**config.mk**
```make
export PLATFORM = sky130hd
export DESIGN_NAME = ltc2195_cfg_seq
export DESIGN_NICKNAME = d
export VERILOG_FILES = /design/src/rtl/ltc2195_cfg_seq.sv
export SDC_FILE = /design/constraint.sdc
export NUM_CORES = 1
export LEC_CHECK = 0
export ABC_AREA = 1
export CORE_ASPECT_RATIO = 1.4
export CORE_MARGIN = 8
export CORE_UTILIZATION = 50
export CTS_CLUSTER_SIZE = 20
export DETAILED_ROUTE_END_ITERATION = 8
export HOLD_SLACK_MARGIN = 0.06
export PLACE_DENSITY = 0.85
export SLEW_MARGIN = 20
export SYNTH_ARGS = -nofsm -noshare
export SYNTH_HDL_FRONTEND = slang
export SYNTH_SLANG_ARGS = --single-unit
```
**constraint.sdc**
```tcl
create_clock -name clk_in -period 2.52 [get_ports clk_in]
set_clock_uncertainty 0.15 [all_clocks]
set_input_delay 0.504 -clock clk_in [delete_from_list [all_inputs] [get_ports clk_in]]
set_output_delay 0.504 -clock clk_in [all_outputs]
set_load 0.05 [all_outputs]
```
**src/rtl/ltc2195_cfg_seq.sv**
```systemverilog
// Power-up / on-demand register write sequencer for the LTC2195 command port.
// Optional test-pattern entries are enabled by defining LTC2195_CFG_TESTPAT_EN.
//
// state    | meaning
// ---------+----------------------------------------------------
// POR_WAIT | settle after reset before the first write
// ISSUE    | one cycle: load addr/data from table, fire trigger
// GAP      | idle while the SPI engine shifts the transfer out
// DONE     | table fully written, waiting for start_in
module ltc2195_cfg_seq #(
  parameter int POR_CYCLES = 1000,
  parameter int GAP_CYCLES = 64
) (
  input  logic        clk_in,
  input  logic        rst_n_in,
  input  logic        start_in,
  input  logic [7:0]  outmode_in,
  input  logic [7:0]  fmt_in,
`ifdef LTC2195_CFG_TESTPAT_EN
  input  logic [13:0] testpat_in,
  input  logic        testpat_en_in,
`endif
  output logic        cmd_trig_out,
  output logic [15:0] cmd_addr_out,
  output logic [15:0] cmd_data_out,
  output logic        busy_out,
  output logic        done_out,
  output logic [2:0]  index_out
);

`ifdef LTC2195_CFG_TESTPAT_EN
  localparam int N_WRITES = 6;
`else
  localparam int N_WRITES = 5;
`endif
  localparam int MAX_CNT = (POR_CYCLES > GAP_CYCLES) ? POR_CYCLES : GAP_CYCLES;
  localparam int CW = (MAX_CNT > 1) ? $clog2(MAX_CNT) : 1;
  localparam logic [CW-1:0] POR_LAST = CW'(POR_CYCLES - 1);
  localparam logic [CW-1:0] GAP_LAST = CW'(GAP_CYCLES - 1);
  localparam logic [2:0]    LAST_IDX = 3'(N_WRITES - 1);

  typedef enum logic [1:0] {POR_WAIT, ISSUE, GAP, DONE} state_t;

  state_t        state, state_nxt;
  logic [CW-1:0] count, count_nxt;
  logic [2:0]    index, index_nxt;
  logic [15:0]   tbl_addr, tbl_data;
  logic          trig_nxt, busy_nxt, done_nxt;
  logic [15:0]   addr_nxt, data_nxt;

  // Data inputs are read live so each entry captures them in its issue cycle.
  always_comb begin
    tbl_addr = {13'd0, index};
    tbl_data = 16'h0000;
    case (index)
      3'd0:    tbl_data = 16'h0080;
      3'd2:    tbl_data = {8'h00, outmode_in};
      3'd3:    tbl_data = {8'h00, fmt_in};
`ifdef LTC2195_CFG_TESTPAT_EN
      3'd4:    tbl_data = {8'h00, testpat_en_in, 1'b0, testpat_in[13:8]};
      3'd5:    tbl_data = {8'h00, testpat_in[7:0]};
`endif
      default: tbl_data = 16'h0000;
    endcase
  end

  always_ff @(posedge clk_in or negedge rst_n_in) begin
    if (!rst_n_in) begin
      state        <= POR_WAIT;
      count        <= '0;
      index        <= 3'd0;
      cmd_trig_out <= 1'b0;
      cmd_addr_out <= 16'h0000;
      cmd_data_out <= 16'h0000;
      busy_out     <= 1'b1;
      done_out     <= 1'b0;
    end else begin
      state        <= state_nxt;
      count        <= count_nxt;
      index        <= index_nxt;
      cmd_trig_out <= trig_nxt;
      cmd_addr_out <= addr_nxt;
      cmd_data_out <= data_nxt;
      busy_out     <= busy_nxt;
      done_out     <= done_nxt;
    end
  end

  always_comb begin
    state_nxt = state;
    count_nxt = count;
    index_nxt = index;
    case (state)
      POR_WAIT: begin
        if (count == POR_LAST) begin
          state_nxt = ISSUE;
          count_nxt = '0;
          index_nxt = 3'd0;
        end else begin
          count_nxt = count + 1'b1;
        end
      end
      ISSUE: begin
        state_nxt = GAP;
        count_nxt = '0;
      end
      GAP: begin
        if (count == GAP_LAST) begin
          count_nxt = '0;
          if (index == LAST_IDX) begin
            state_nxt = DONE;
          end else begin
            state_nxt = ISSUE;
            index_nxt = index + 3'd1;
          end
        end else begin
          count_nxt = count + 1'b1;
        end
      end
      DONE: begin
        if (start_in) begin
          state_nxt = ISSUE;
          count_nxt = '0;
          index_nxt = 3'd0;
        end
      end
      default: state_nxt = POR_WAIT;
    endcase
  end

  // Trigger lags ISSUE by one edge so addr, data and strobe move together.
  always_comb begin
    trig_nxt = (state == ISSUE);
    addr_nxt = (state == ISSUE) ? tbl_addr : cmd_addr_out;
    data_nxt = (state == ISSUE) ? tbl_data : cmd_data_out;
    done_nxt = (state == DONE) && !start_in;
    busy_nxt = !done_nxt;
  end

  assign index_out = index;

endmodule
```
======== Word-level counts from Yosys, hierarchy flattened ========
Index checks and enable logic that the tools add are counted.
word-level totals
  bits of input ports ..................... 19
  logic and storage cells ................. 45
  register bits after elaboration ......... 37
operators by class
  eq/ne operators ......................... 12
  reduce and logical (&&, ||, !) cells .... 8
  add/subtract/negate cells ............... 2
  muxes and demuxes ....................... 15
operators with widths
  operator                 number
  $pmux W10 S4             1
  $mux W10                 3
  $pmux W8 S3              1
  $mux W3                  4
  $add A10 B1 Y10 const B  1
  $eq A10 B10 Y1 const B   1
  $eq A10 B6 Y1 const B    1
  $pmux W3 S3              1
  $mux W2                  4
  $ne A2 B2 Y1 const B     4
  $pmux W2 S4              1
  $eq A3 B2 Y1 const B     2
  $reduce_and A5 Y1        1
  $eq A2 B2 Y1 const B     2
  $add A3 B1 Y3 const B    1
  $eq A3 B3 Y1 const B     1
  $logic_not A3 Y1         1
  $reduce_and A3 Y1        1
  $reduce_bool A3 Y1       1
  $eq A2 B1 Y1 const B     1
  $logic_not A1 Y1         2
  $logic_not A2 Y1         1
  $logic_and A1 B1 Y1      1

======== Logic depth before layout (Yosys ltp) ========
Gate-level depths: netlist of run 1.
  word-level depth ........................ 4
  depth in mapped cells ................... 9

======== Least setup slack after synthesis of run 1 ========
Ideal clock, no wire load.
  path kind ............................... register -> register
  start point ............................. reg index[1] (netlist: index_out[1])
  end point ............................... reg cmd_data_out[7]
  data arrival time ....................... 1.562 ns
  cell stages (with the launch flop) ...... 7
  buffers on the path ..................... 1
  library setup time ...................... 0.065 ns
  setup slack ............................. 0.744 ns
  required time ........................... 2.305 ns
  cells stage by stage .................... dfrtp_1 ha_1 ha_1 buf_1 nand2_1 a31oi_1 a21o_1
on the way
  longest elaborated chain between the ends .. 2
  elaborated cells on any way between the ends .. 4
ends and longest elaborated chain
  element                                           line  text
  start: declaration                                46    logic [2:0] index, index_nxt;
  start signal: assignment                          80    index <= index_nxt;
  $eq A3 B2 Y1 or $logic_not A3 Y1 (tied branches)  55    case (index)
  $pmux W8 S3 (*)                                   55
  end signal: assignment                            83    cmd_data_out <= data_nxt;
  end: declaration                                  25    output logic [15:0] cmd_data_out,
Every way passes the cells marked *; elsewhere a longest branch is shown, timed or not.
A chain may end at the register's enable or synchronous reset.

======== Worst setup path in the final report of run 1 ========
  start point ............................. reg busy_out
  end point ............................... out busy_out
RTL lines
  element                   line  text
  start: declaration        26    output logic busy_out,
  start signal: assignment  84    busy_out <= busy_nxt;
No word-level cell between the ends.

==> results.cfg, run 1 <==
[worst_setup_path]
arrival_ns = 1.58
slowest_delay_ns = 0.80
crit_slowest_cell = clkdlybuf4s50_1
worstRegToRegCells = 9
r2r-end = count[7]$_DFFE_PN0N_
path_cells = clkdlybuf4s50_1
crit_buf_inv = 1
cpLargestDelayFamily = buffers and inverters
cp_data_required_time_ns = 1.87
end_kind = primary output
worst-path-max-fanout = 1
r2r_slack_ns = 0.59
rr_startpoint = state[0]$_DFFE_PN0P_
crit_type = register to primary output
crit_path_start_kind = register

[clock_network]
cts_buffer_depth = 2
htree_levels = 2
ctsResizeCount = 0
clock-sinks = 29
clkLatencyLatePin_ns = 0.28
ctsHoldBuffers = 0
post-cts-setup-buffers = 0
cts_root_buffer = clkbuf_8
cts_buffers = 5
clk_pin_slew_ns = 0.06
cts_tree = yes

[synth]
synthTopCellsByArea = dfrtp_1 (38%), nand2_1 (13%), buf_4 (8.9%), ha_1 (7.5%), inv_1 (5.9%)
synth.top_cell.area_share = 0.379
yosysUniqueCellTypes = 28
ys_seq_area_frac = 0.394
yosysWarnings = 0
syn_area_um2 = 1850
postSynthCellCount = 229
postSynthAreaPerCell_um2 = 8.06
synth_seq_cells = 29
yosys.area.top_type = dfrtp_1

[pwr]
p_leak_nw = 1.15
clock_power_share = 0.200
pwr-share-comb = 0.466
p_sw_frac = 0.450
irDropWorstVdd_mv = 0.459
p_int_w = 0.000994
seq_power_share = 0.334
switchingPower_w = 0.000812
powerDensity_nw_per_um2 = 817

[global_routing]
grt_start_max_net_pins = 30
grt_pass1_wl_mm = 6.56
grt_use_total = 0.146
grt_pass1_vias = 1508
gr-total-overflow = 0
antenna_found_initial = 0

[timing]
worst_slew_pin_slew_ns = 0.530
rsz0062_at_grt = no
max_freq_mhz = 447
post-route-period-util = 0.888
hold_viol = 0
tns_ns = 0
relSlewSlack = 0.645
setup_viol = 0
slew_viol_final = 0
fin_ws_ns = 0.282
period_minus_slack_ns = 2.24

[layout]
diodes = 0
nFillCells = 336
multi_input_area_um2 = 872
final_util = 0.613
layout_common_cells = nand2_1 (65), clkdlybuf4s50_1 (35), inv_1 (29), dfrtp_1 (28), conb_1 (21)
nNetsFinal = 297
drive_gt1_frac = 0.0821
regArea_um2 = 727
layout_commonest_cell = nand2_1
syn_to_final_growth_pct = 19.8

[detailed_routing]
routed_via_density = 4.80
wire_per_inst_um = 13.1
vias = 1488
finalWirelength_mm = 4.06
first_pass_iters = 4
route.detailed.drc = 0
antenna_left = 0
drtIter0Drc = 74

[place]
io_buffer_count = 35
dp_hpwl_mm = 3.15
gp_congestion = 0.867
pre_cts_ws_ns = 0.276

[floorplan]
rows = 26
core_area_um2 = 3610
die_w_um = 67.4
die_area_um2 = 5920
die-height_um = 87.9
ioPinCount = 57
start_util = 0.511

[flow_run]
maxCapViolations = 0

[min_path]
whs_path_depth = 2
min_from = cmd_data_out[6]$_DFFE_PN0P_
min_delay_worst_endpoint = cmd_data_out[6]$_DFFE_PN0P_
worstHoldPathType = register to register

[outcome]
status = finished, final reports clean
[flip-flops by register name, indices dropped and copies added (netlist names)]
name and count:
cmd_addr_out 3, index_out 3, count 10, cmd_trig_out 1
busy_out 1, cmd_data_out 8, done_out 1, state 2
[cell families after synthesis]
family	share of synthesized area
XOR/XNOR	0.0190
AO/OA/AOI/OAI	0.0705
buffers and inverters	0.175
AND/OR/NAND/NOR	0.266
adder cells (fa/ha/maj)	0.0745
other	0.00203
flip-flops	0.394
[per-stage QoR]
stage / cells / hold WS [ns] / total power (W) / area, um^2
detailed placement: 302 / 0.318 / 0.00146 / 2130
CTS: 310 / 0.334 / 0.00184 / 2210
global route: 310 / 0.354 / 0.00194 / 2210
floorplan: 249 / 0.0584 / 0.00126 / 1920
finish: 310 / 0.334 / 0.00181 / 2210
global placement: 302 / 0.310 / 0.00144 / 2130
[power groups by stage]
stage	Clock [W]	Combinational (W)	Sequential (W)
4_1_cts	0.000381	0.000858	0.000602
3_3_place_gp	0	0.000829	0.000607
3_5_place_dp	0	0.000850	0.000609
6_report	0.000361	0.000842	0.000603
5_1_grt	0.000396	0.000929	0.000614
2_1_floorplan	0	0.000517	0.000747
[area by class of cell]
| class | count | share of cell area |
|---|---|---|
| multi-input combinational | 164 | 0.394 |
| sequential | 29 | 0.329 |
| timing repair buffer | 37 | 0.165 |
| inverter | 30 | 0.0509 |
| clock buffer | 6 | 0.0328 |
| tap | 42 | 0.0238 |
| clock inverter | 2 | 0.00452 |
[how the worst max path moves through the flow]
stage | startpoint | endpoint | slack, ns | cells after the start
6_report | busy_out$_DFF_PN1_ | busy_out | 0.28 | 1
5_1_grt | busy_out$_DFF_PN1_ | busy_out | 0.25 | 1
4_1_cts | busy_out$_DFF_PN1_ | busy_out | 0.25 | 1
3_5_place_dp | start_in | count[7]$_DFFE_PN0N_ | 0.28 | 8
3_3_place_gp | start_in | count[7]$_DFFE_PN0N_ | 0.32 | 8
2_1_floorplan | index_out[1]$_DFFE_PN0P_ | cmd_data_out[7]$_DFFE_PN0P_ | 0.74 | 6
[per-layer routing]
layer | track usage | wire length, um | vias to the layer above
met2 | 0.274 | 2120 | 47
met4 | 0.0840 | 99 | 0
li1 | - | - | 748
met3 | 0.0410 | 346 | 9
met1 | 0.133 | 1490 | 684
met5 | 0 | 0 | -
[synth_stat cells]
| cell type | number |
|---|---|
| nand2_1 | 65 |
| inv_1 | 29 |
| dfrtp_1 | 28 |
| buf_4 | 22 |
| nor2_1 | 18 |
| ha_1 | 11 |
| nand3_1 | 9 |
| nand4_1 | 8 |
| a22o_1 | 7 |
| o21ai_0 | 5 |
| nand2_2 | 4 |
| xor2_1 | 4 |
| nand3_2 | 3 |
| nor2_4 | 2 |
| a21o_1 | 1 |
| a21oi_2 | 1 |
| a31oi_1 | 1 |
| buf_1 | 1 |
| buf_2 | 1 |
| bufbuf_16 | 1 |
| clkbuf_1 | 1 |
| conb_1 | 1 |
| dfstp_2 | 1 |
| inv_2 | 1 |
| nor2_2 | 1 |
| o2111ai_1 | 1 |
| o21ai_1 | 1 |
| o21bai_1 | 1 |
Note: power is estimated with default switching activity, not from simulation.
==> run 2: changes to the inputs <==
CTS_CLUSTER_DIAMETER = 120   (was unset)
==> results of run 2 <==
Same layout as run 1: the final DEF is identical, and so are final timing and power.
==> run 3: changes to the inputs <==
SLEW_MARGIN = unset   (was 20)
==> results of run 3 <==
Same layout as run 1: the final DEF is identical, and so are final timing and power.
